File: src/rtl/gate_pattern_sweeper.sv
// Exhaustive input-pattern sweeper for a gate under test: steps all 2^N_IN
// patterns (binary or Gray) with a fixed dwell and emits a registered reference.
module gate_pattern_sweeper #(
  parameter int N_IN        = 4,
  parameter int STEP_CYCLES = 20,
  localparam int CW = $clog2(N_IN + 1),
  localparam int SW = (STEP_CYCLES > 1) ? $clog2(STEP_CYCLES) : 1
) (
  input  logic            clk,
  input  logic            rst,
  input  logic            start,
  input  logic            pause,
  input  logic            abort,
  input  logic [1:0]      mode,
  input  logic            seq_sel,
  output logic [N_IN-1:0] pattern,
  output logic            pat_strobe,
  output logic            gate_out,
  output logic            gate_valid,
  output logic [CW-1:0]   ones_cnt,
  output logic            busy,
  output logic            done
);

  typedef enum logic [1:0] {IDLE, RUN, HOLD, DONE} state_t;

  localparam logic [SW-1:0] LAST_STEP = SW'(STEP_CYCLES - 1);

  state_t          state;
  logic [N_IN-1:0] idx;
  logic [SW-1:0]   step_cnt;
  logic [1:0]      mode_r;
  logic            seq_r;

  function automatic logic [N_IN-1:0] seq_f(input logic [N_IN-1:0] k, input logic gray);
    return gray ? (k ^ (k >> 1)) : k;
  endfunction

  function automatic logic reduce_f(input logic [N_IN-1:0] p, input logic [1:0] m);
    case (m)
      2'b00:   return |p;
      2'b01:   return &p;
      2'b10:   return ^p;
      default: return ~|p;
    endcase
  endfunction

  function automatic logic [CW-1:0] popcnt_f(input logic [N_IN-1:0] p);
    logic [CW-1:0] c;
    c = '0;
    for (int i = 0; i < N_IN; i++) c = c + CW'(p[i]);
    return c;
  endfunction

  always_ff @(posedge clk or posedge rst) begin
    if (rst) begin
      state      <= IDLE;
      pattern    <= '0;
      idx        <= '0;
      step_cnt   <= '0;
      gate_out   <= 1'b0;
      ones_cnt   <= '0;
      pat_strobe <= 1'b0;
      gate_valid <= 1'b0;
      busy       <= 1'b0;
      done       <= 1'b0;
      mode_r     <= 2'b00;
      seq_r      <= 1'b0;
    end else begin
      pat_strobe <= 1'b0;
      gate_valid <= pat_strobe;
      // Reference follows the pattern by exactly one edge.
      if (pat_strobe) begin
        gate_out <= reduce_f(pattern, mode_r);
        ones_cnt <= popcnt_f(pattern);
      end
      if (abort) begin
        state      <= IDLE;
        pattern    <= '0;
        idx        <= '0;
        step_cnt   <= '0;
        gate_out   <= 1'b0;
        ones_cnt   <= '0;
        pat_strobe <= 1'b0;
        gate_valid <= 1'b0;
        busy       <= 1'b0;
        done       <= 1'b0;
      end else begin
        case (state)
          IDLE, DONE: begin
            if (start) begin
              state      <= RUN;
              idx        <= '0;
              step_cnt   <= '0;
              pattern    <= '0;
              pat_strobe <= 1'b1;
              busy       <= 1'b1;
              done       <= 1'b0;
              mode_r     <= mode;
              seq_r      <= seq_sel;
            end
          end
          RUN, HOLD: begin
            if (pause) begin
              state <= HOLD;
            end else begin
              // Leaving HOLD counts this cycle so only paused cycles stretch the dwell.
              state <= RUN;
              if (step_cnt == LAST_STEP) begin
                if (idx == '1) begin
                  state <= DONE;
                  busy  <= 1'b0;
                  done  <= 1'b1;
                end else begin
                  step_cnt   <= '0;
                  idx        <= idx + 1'b1;
                  pattern    <= seq_f(idx + 1'b1, seq_r);
                  pat_strobe <= 1'b1;
                end
              end else begin
                step_cnt <= step_cnt + 1'b1;
              end
            end
          end
          default: state <= IDLE;
        endcase
      end
    end
  end

endmodule

File: config.mk
export PLATFORM = sky130hd
export DESIGN_NAME = gate_pattern_sweeper
export DESIGN_NICKNAME = d
export VERILOG_FILES = /design/src/rtl/gate_pattern_sweeper.sv
export SDC_FILE = /design/constraint.sdc
export NUM_CORES = 1
export LEC_CHECK = 0
export BUFFER_PORTS_ARGS = -buffer_cell sky130_fd_sc_hd__buf_2
export CAP_MARGIN = 20
export CORE_MARGIN = 3
export CORE_UTILIZATION = 59
export CTS_CLUSTER_DIAMETER = 80
export CTS_CLUSTER_SIZE = 20
export DETAILED_ROUTE_END_ITERATION = 8
export PLACE_DENSITY = 0.92
export REMOVE_ABC_BUFFERS = 1
export SLEW_MARGIN = 20
export SYNTH_ARGS = -nofsm -noshare
export SYNTH_HDL_FRONTEND = slang
export SYNTH_SLANG_ARGS = --single-unit
File: constraint.sdc
create_clock -name clk -period 3.4 [get_ports clk]
set_input_delay 0.51 -clock clk [delete_from_list [all_inputs] [get_ports clk]]
set_output_delay 0.51 -clock clk [all_outputs]
set_load 0.05 [all_outputs]
==> flow_metrics.tcl, run 1 <==
set metrics [dict create \
    post_synth_and_or_nand_nor_area_fraction_pct 15.6 \
    timing.hold.worst.class "in -> async" \
    first_global_vias 1059 \
    netlist.area_leader.share_pct 44.5 \
    dieWidth_um 54.8 \
    overall_overflow_remaining_after_global_route 0 \
    cts.reportedPaths.clkPinSlew_ps 140 \
    finalNonFillerCells 179 \
    firstDrtPassIters 4 \
    clock-skew-final_ps 5.85 \
    finalWeightedCongestion 0.902 \
    synth_cells 133 \
    syn_area_mm2 0.00141 \
    routed_wirelength_mm 2.75 \
    io_buffer_count 19 \
    ctsHtreeMaxLevel 1 \
    hold_buf_count_cts 0 \
    die_height_um 54.8 \
    post_synthesis_xor_xnor_area_fraction_pct 2.40 \
    layout.cell_area.non_filler_mm2 0.00154 \
    die-area_mm2 0.00300 \
    area_delta_synth_final_pct 9.53 \
    vias_per_cell 6.15 \
    finalCritPeriodShare_pct 54.4 \
    worstSetupEndpointType "register" \
    dp.cells 175 \
    setup_ws_ps 1550 \
    synthesis.yosys.warnings 0 \
    rows 17 \
    clock_latency_on_the_worst_skew_pair_ps 330 \
    detailed_place_hpwl_mm 2.07 \
    async_flop_share_pct 100 \
    final-setup-viol-count 0 \
    routedWlPerCell_um 15.3 \
    post-route-util_pct 68.9 \
    cts_setup_buffers 0 \
    netlist-cell-type-count 43 \
    worstPathArrival_ps 2070 \
    maxCapViolations 0 \
    synth_area_leader_cell "sky130_fd_sc_hd__dfrtp_1" \
    grt_setup_unrepaired "no" \
    timing.hold.ws_ps 362 \
    worstPathCellList "ha_1 > nor4bb_1 > nand2_1 > o21a_4 > a221o_1" \
    grt_start_max_net_pins 26 \
    finalHoldViolations 0 \
    ir_worst_vdd_mv 0.251 \
    dominant_cell_by_count_in_the_synthesized_netlist "sky130_fd_sc_hd__dfrtp_1" \
    cts_max_path_buffers 2 \
    type_of_origin_of_the_critical_path "register" \
    totalPowerFinal_mw 0.609 \
    drtAntennaViolNets 0 \
    synth-edff-count 0 \
    dominantRegCellSynth "sky130_fd_sc_hd__dfrtp_1" \
    p_per_area_mw_per_mm2 396 \
    crit_path_max_incr_delay_ps 410 \
    nNetsFinal 169 \
    run_status "finished clean" \
    initial_utilization_pct 62.9 \
    remaining_drc_errors 0 \
    cts_num_sinks 25 \
    clock.fmax_mhz 541 \
    crit_slowest_cell "sky130_fd_sc_hd__dfrtp_1" \
    io-pin-count 20 \
    post_synth.cell_area_avg_um2 10.6 \
    yosysSeqAreaShare_pct 44.5 \
    critical_path_peak_fanout 7 \
    timing.critical_path.required_ps 3620 \
    synthAdderAreaFrac_pct 8.55 \
    number_of_design_rule_violations_left_by_the_first_detailed_router_iteration 49 \
    synth-compound-area-share_pct 18.1 \
    cts_made_buffers 3 \
    clk_root_buffer_cell "sky130_fd_sc_hd__clkbuf_4" \
    placeableCoreArea_mm2 0.00223 \
    tns_ps 0 \
    tritoncts "yes" \
    power_leakage_nw 0.756 \
    post-place-ws_ps 1590 \
    period_needed_ps 1850 \
    via_count_of_the_routed_design 1100 \
    report.final.slew_viol_count 0 \
    post_route_cells_drive_above_1_share_pct 22.5 \
    grt_first_pass_wirelength_mm 4.49 \
    synth.top_cells.by_count "sky130_fd_sc_hd__dfrtp_1, sky130_fd_sc_hd__nor2_1, sky130_fd_sc_hd__inv_1" \
    postSynthRegisterBits 25 \
    crit_type "reg -> reg" \
    placement.cell_area_mm2 0.00151 \
    worst_slew_margin_rel_pct 38.3 \
    insertedDiodeCount 0 \
    synth.area.top_cells "sky130_fd_sc_hd__dfrtp_1, sky130_fd_sc_hd__ha_1, sky130_fd_sc_hd__mux2i_1, sky130_fd_sc_hd__mux2_2, sky130_fd_sc_hd__nor2_1" \
    grtUsageTotal_pct 20.7 \
    worst_pin_slew_ps 924 \
    synth_top_family_by_area "compound AO/OA/AOI/OAI gates" \
    cts_resized 0 \
    grt_antenna_before_repair 0 \
    post_synth_mux_area_share_pct 6.77 \
]
==> kinds of logic (layout without fill, tap and decap cells) <==
family / count (synthesis) / after routing
XOR/XNOR: 3 / 3
flip-flops: 25 / 25
buffers and inverters: 14 / 32
multiplexers: 9 / 9
adder cells (fa/ha/maj): 9 / 9
AO/OA/AOI/OAI: 33 / 33
AND/OR/NAND/NOR: 40 / 40
==> cell usage in the layout, fill, tap and decap left out, types with 2 or more instances in the layout <==
cell,instances
sky130_fd_sc_hd__a211oi_1,2
sky130_fd_sc_hd__a21oi_1,5
sky130_fd_sc_hd__a221o_1,2
sky130_fd_sc_hd__a22o_1,3
sky130_fd_sc_hd__and3_1,3
sky130_fd_sc_hd__and4b_1,2
sky130_fd_sc_hd__buf_2,19
sky130_fd_sc_hd__clkbuf_4,3
sky130_fd_sc_hd__dfrtp_1,25
sky130_fd_sc_hd__ha_1,8
sky130_fd_sc_hd__inv_1,9
sky130_fd_sc_hd__mux2_2,4
sky130_fd_sc_hd__mux2i_1,5
sky130_fd_sc_hd__nand2_1,6
sky130_fd_sc_hd__nand3_1,4
sky130_fd_sc_hd__nor2_1,11
sky130_fd_sc_hd__nor2b_1,3
sky130_fd_sc_hd__nor3_1,2
sky130_fd_sc_hd__nor4_1,2
sky130_fd_sc_hd__o211ai_1,2
sky130_fd_sc_hd__o21ai_0,6
sky130_fd_sc_hd__o31ai_1,2
sky130_fd_sc_hd__or2_2,2
sky130_fd_sc_hd__xnor2_1,2
==> critical path: cells and delay by family (launching register included) <==
family,cells,cell delay [ps]
and+or+nand+nor,2,500
adders and majority gates,1,270
DFF,1,410
AOI/OAI and AO/OA,2,560
==> per-layer routing <==
layer  GRT usage [%]  vias to the layer above  routed length (um)
met1            24.2                      545                1200
met5               0                        -                   0
met4            9.13                        0                  35
met3            2.72                        2                 113
li1                -                      523                   -
met2            37.0                       30                1400
==> cell type report <==
type	count	area [um2]
multi-input cells	94	722
fillers	163	694
flip-flops and latches	25	626
repair buffers	19	95.1
well taps	28	35.0
inverters	9	33.8
clock buffers	3	22.5
clock inverters	1	5.00
==> worst paths after layout <==
path                               end         from  slack [ps]  cells after the start
min reg2reg                step_cnt[0]  step_cnt[0]         530                      1
min                        step_cnt[2]          rst         360                      2
max                         pattern[3]  step_cnt[0]        1550                      5
max reg2reg                 pattern[3]  step_cnt[0]        1550                      5
min in group clk             mode_r[0]      mode[0]         410                      2
max in group asynchronous       idx[0]          rst        2480                      2
==> registers in the layout, indices dropped and copies added, names as in the netlist <==
signal,flops
idx,3
gate_out,1
gate_valid,1
done,1
busy,1
pat_strobe,1
step_cnt,5
pattern,4
mode_r,2
seq_r,1
ones_cnt,3
state,2
==> power by group <==
group	internal (mW)	leakage (nW)	switching [mW]	total [mW]
registers	0.322	0.338	0.0291	0.351
clock network	0.0442	0.0177	0.0912	0.135
logic	0.0512	0.401	0.0711	0.122
total	0.417	0.756	0.191	0.609
Note: power is estimated with default switching activity, not from simulation.
==> run 2: changes to the inputs <==
Settings changed: CORE_UTILIZATION 59 to 56, PLACE_DENSITY 0.92 to 0.88.
Clock period 3.4 ns to 1.8 ns, I/O delays scaled along.
==> flow_metrics.tcl, run 2 (synthesis results as in run 1) <==
set metrics [dict create \
    maxUsedRoutingLayer "met4" \
    met1_length_mm 1.35 \
    routedWlPerCell_um 15.6 \
    worstPathArrival_ps 1940 \
    multi_input_area_um2 753 \
    number_of_design_rule_violations_left_by_the_first_detailed_router_iteration 24 \
    p_per_area_mw_per_mm2 716 \
    grtUsageTotal_pct 19.1 \
    run_status "finished clean" \
    most_common_cell_after_layout_fill_and_taps_aside "sky130_fd_sc_hd__dfrtp_1" \
    holdPathStages 2 \
    first_global_vias 1083 \
    finalCritPeriodShare_pct 94.6 \
    initial_utilization_pct 61.2 \
    final_cell_mix "sky130_fd_sc_hd__dfrtp_1, sky130_fd_sc_hd__buf_2, sky130_fd_sc_hd__nor2_1, sky130_fd_sc_hd__buf_4, sky130_fd_sc_hd__inv_1" \
    period_needed_ps 1700 \
    regMostFlops "step_cnt" \
    worst_pin_slew_ps 440 \
    critical_path_peak_fanout 8 \
    vias_per_cell 5.91 \
    crit_path_max_incr_delay_ps 430 \
    cts_max_path_buffers 2 \
    worstSetupEndpointType "register" \
    cts.reportedPaths.clkPinSlew_ps 160 \
    rows 17 \
    tns_ps 0 \
    grt_start_max_net_pins 17 \
    finalNonFillerCells 190 \
    power_leakage_nw 0.810 \
    worstPathCellList "ha_1 > nor4bb_4 > and4b_2 > buf_4 > a221o_1" \
    grt_first_pass_wirelength_mm 4.82 \
    routed_wirelength_mm 2.97 \
    die-area_mm2 0.00315 \
    detailed_place_hpwl_mm 2.13 \
    cts_made_buffers 3 \
    worst_slew_margin_rel_pct 70.5 \
    clock.fmax_mhz 587 \
    ir_worst_vdd_mv 0.593 \
    final-setup-viol-count 0 \
    ff2ff_path_depth 5 \
    layout_top_registers "step_cnt (5), pattern (4)" \
    met3RoutedLength_um 80 \
    via_count_of_the_routed_design 1123 \
    largest_reg_flops 5 \
    area_delta_synth_final_pct 18.0 \
    ctsHtreeMaxLevel 1 \
    fill_cells 159 \
    totalPowerFinal_mw 1.19 \
    post_route_cells_drive_above_1_share_pct 29.0 \
    crit_slowest_cell "sky130_fd_sc_hd__dfrtp_1" \
    timing.hold.worst.class "in -> reg" \
    tritoncts "yes" \
    dieWidth_um 56.1 \
    grt_antenna_before_repair 0 \
    remaining_drc_errors 0 \
    firstDrtPassIters 4 \
    dp.cells 183 \
    clk_root_buffer_cell "sky130_fd_sc_hd__clkbuf_4" \
    timing.hold.ws_ps 162 \
    placeableCoreArea_mm2 0.00230 \
    maxCapViolations 0 \
    nNetsFinal 180 \
    finalHoldViolations 0 \
    io_buffer_count 19 \
    cts_num_sinks 25 \
    regArea_um2 626 \
    die_height_um 56.1 \
    crit_type "reg -> reg" \
    overall_overflow_remaining_after_global_route 0 \
    insertedDiodeCount 0 \
    report.final.slew_viol_count 0 \
    io-pin-count 20 \
    type_of_origin_of_the_critical_path "register" \
    timing.critical_path.required_ps 2040 \
    clock-skew-final_ps 19.6 \
    finalWeightedCongestion 0.906 \
    wl_met2_mm 1.48 \
    clock_latency_on_the_worst_skew_pair_ps 330 \
    drtAntennaViolNets 0 \
]
==> run 2: per-stage QoR <==
stage / worst slack [ps] / utilization, % / instance area (um2)
after floorplan: -201 / - / 1380
after global placement: 136 / 68.4 / 1570
after detailed placement: 37.2 / 68.4 / 1570
after CTS: 3.34 / 70.2 / 1610
after global routing: -6.36 / 72.2 / 1660
final: 96.5 / 72.2 / 1660
==> run 2: metal layers <==
| layer | vias up | GRT usage [%] |
|---|---|---|
| li1 | 547 | - |
| met2 | 17 | 32.6 |
| met5 | - | 0 |
| met4 | 0 | 4.75 |
| met3 | 7 | 3.71 |
| met1 | 552 | 25.0 |
==> run 2: power breakdown <==
part / total, mW / leakage (nW) / internal (mW) / switching, mW
Combinational: 0.249 / 0.459 / 0.109 / 0.140
Sequential: 0.671 / 0.338 / 0.608 / 0.0632
Clock: 0.267 / 0.0139 / 0.0851 / 0.182
==> run 2: cell type report <==
class,count,area share (%)
well taps,28,2.11
inverters,9,2.04
flip-flops and latches,25,37.7
multi-input cells,94,45.4
clock inverters,1,0.453
clock buffers,3,1.36
repair buffers,30,10.9
==> run 2: final timing paths <==
check	to	start	slack (ps)
max in group asynchronous	idx[1]	rst	820
min in group asynchronous	done	rst	420
setup / recovery	pattern[3]	step_cnt[0]	100
hold reg to reg	ones_cnt[1]	ones_cnt[1]	530
setup reg to reg	pattern[3]	step_cnt[0]	100
hold / removal	done	start	160
==> run 2: timing repair <==
| item | in CTS | in global routing |
|---|---|---|
| hold endpoints to repair | 9 | 0 |
| endpoints found under the setup margin | 0 | 9 |
| gates resized for setup | 0 | 6 |
| hold buffers | 1 | 0 |
| buffers inserted | 0 | 2 |
==> run 2: critical path, delay by kind of cell (launching register included) <==
| kind | cells | cell delay [ps] |
|---|---|---|
| and+or+nand+nor | 2 | 480 |
| AOI/OAI and AO/OA | 1 | 300 |
| DFF | 1 | 430 |
| adders and majority gates | 1 | 270 |
| buffers and inverters | 1 | 150 |
==> run 3: changes to the inputs <==
Clock period 1.8 ns to 1.9 ns, I/O delays scaled along.
==> flow_metrics.tcl, run 3 (synthesis results as in run 1) <==
set metrics [dict create \
    run_status "finished clean" \
    layout.cell_area.non_filler_mm2 0.00157 \
    type_of_origin_of_the_critical_path "register" \
    dp.cells 177 \
    cts_max_path_buffers 2 \
    finalHoldViolations 0 \
    totalPowerFinal_mw 1.10 \
    grt_first_pass_wirelength_mm 5.07 \
    ctsHtreeMaxLevel 1 \
    dieWidth_um 56.1 \
    layout_top_registers "step_cnt (5), pattern (4)" \
    initial_utilization_pct 61.2 \
    grtUsageTotal_pct 20.2 \
    final_cell_mix "sky130_fd_sc_hd__dfrtp_1, sky130_fd_sc_hd__buf_2, sky130_fd_sc_hd__nor2_1" \
    tns_ps 0 \
    first_global_vias 1085 \
    die_height_um 56.1 \
    area_delta_synth_final_pct 11.8 \
    maxCapViolations 0 \
    grt_antenna_before_repair 0 \
    routed_wirelength_mm 2.97 \
    most_common_cell_after_layout_fill_and_taps_aside "sky130_fd_sc_hd__dfrtp_1" \
    number_of_design_rule_violations_left_by_the_first_detailed_router_iteration 28 \
    io-pin-count 20 \
    cts_num_sinks 25 \
    worst_slew_margin_rel_pct 68.1 \
    vias_per_cell 6.21 \
    worst_pin_slew_ps 475 \
    tritoncts "yes" \
    detailed_place_hpwl_mm 2.18 \
    period_needed_ps 1790 \
    placement.cell_area_mm2 0.00153 \
    post_route_cells_drive_above_1_share_pct 24.7 \
    firstDrtPassIters 4 \
    finalCritPeriodShare_pct 94.1 \
    timing.hold.worst.class "in -> reg" \
    cts_made_buffers 3 \
    rows 17 \
    cts.reportedPaths.clkPinSlew_ps 140 \
    setup_ws_ps 112 \
    p_per_area_mw_per_mm2 698 \
    worstPathArrival_ps 2020 \
    timing.hold.ws_ps 179 \
    ir_worst_vdd_mv 0.473 \
    finalWeightedCongestion 0.915 \
    clock-skew-final_ps 8.98 \
    critical_path_peak_fanout 9 \
    finalNonFillerCells 182 \
    crit_type "reg -> reg" \
    overall_overflow_remaining_after_global_route 0 \
    via_count_of_the_routed_design 1130 \
    timing.critical_path.required_ps 2130 \
    clock.fmax_mhz 559 \
    regMostFlops "step_cnt" \
    clock_latency_on_the_worst_skew_pair_ps 320 \
    final-setup-viol-count 0 \
    power_leakage_nw 0.770 \
    io_buffer_count 19 \
    nNetsFinal 172 \
    remaining_drc_errors 0 \
    post-place-ws_ps 115 \
    grt_start_max_net_pins 26 \
    report.final.slew_viol_count 0 \
    largest_reg_flops 5 \
    insertedDiodeCount 0 \
    worstSetupEndpointType "register" \
    routedWlPerCell_um 16.3 \
    die-area_mm2 0.00315 \
    post-route-util_pct 68.4 \
    drtAntennaViolNets 0 \
    clk_root_buffer_cell "sky130_fd_sc_hd__clkbuf_4" \
    placeableCoreArea_mm2 0.00230 \
]
-- run 3: cell types whose count changed in the layout (fill, tap and decap cells not counted), sizes merged --
cell / change
clkinv: +1
buf: -8
clkinvlp: -1
-- run 3: layout make-up --
cell class                      count  area [um2]
Clock buffer                        3        22.5
Fill cell                         175         726
Inverter                            9        33.8
Timing Repair Buffer               22         120
Clock inverter                      1        5.00
Sequential cell                    25         626
Multi-Input combinational cell     94         729
Tap cell                           28        35.0
-- run 3: metal layers --
layer,vias up,wire length [um],track usage (%)
li1,533,-,-
met1,558,1280,25.8
met2,31,1540,34.4
met3,8,86,2.32
met4,0,68,8.14
met5,-,0,0
-- run 3: critical path, cell delays in order, from the launching register on --
cell                      delay (ps)
sky130_fd_sc_hd__dfrtp_1         460
sky130_fd_sc_hd__ha_1            250
sky130_fd_sc_hd__nand3_1         190
sky130_fd_sc_hd__and4b_2         350
sky130_fd_sc_hd__and3_1          180
sky130_fd_sc_hd__a221o_1         250
-- run 3: final timing paths --
check                       startpoint           to  slack (ps)  cells past startpoint
setup / recovery                idx[0]   pattern[3]         110                      5
hold / removal                 seq_sel        seq_r         180                      2
setup reg to reg                idx[0]   pattern[3]         110                      5
hold reg to reg            step_cnt[0]  step_cnt[0]         530                      1
max in group asynchronous          rst     state[1]        1120                      4
min in group asynchronous          rst     gate_out         530                      4
-- run 3: power breakdown --
group	internal, mW	switching [mW]	total [mW]
clock network	0.0790	0.160	0.239
registers	0.576	0.0555	0.631
logic	0.0947	0.131	0.226
total	0.750	0.347	1.10
-- run 3: what timing repair did --
| item | 4_1_cts | 5_1_grt |
|---|---|---|
| setup endpoints to repair | 0 | 4 |
| buffers inserted | 0 | 0 |
| hold buffers | 1 | 0 |
| gates resized for setup | 0 | 2 |
| hold endpoints to repair | 25 | 0 |
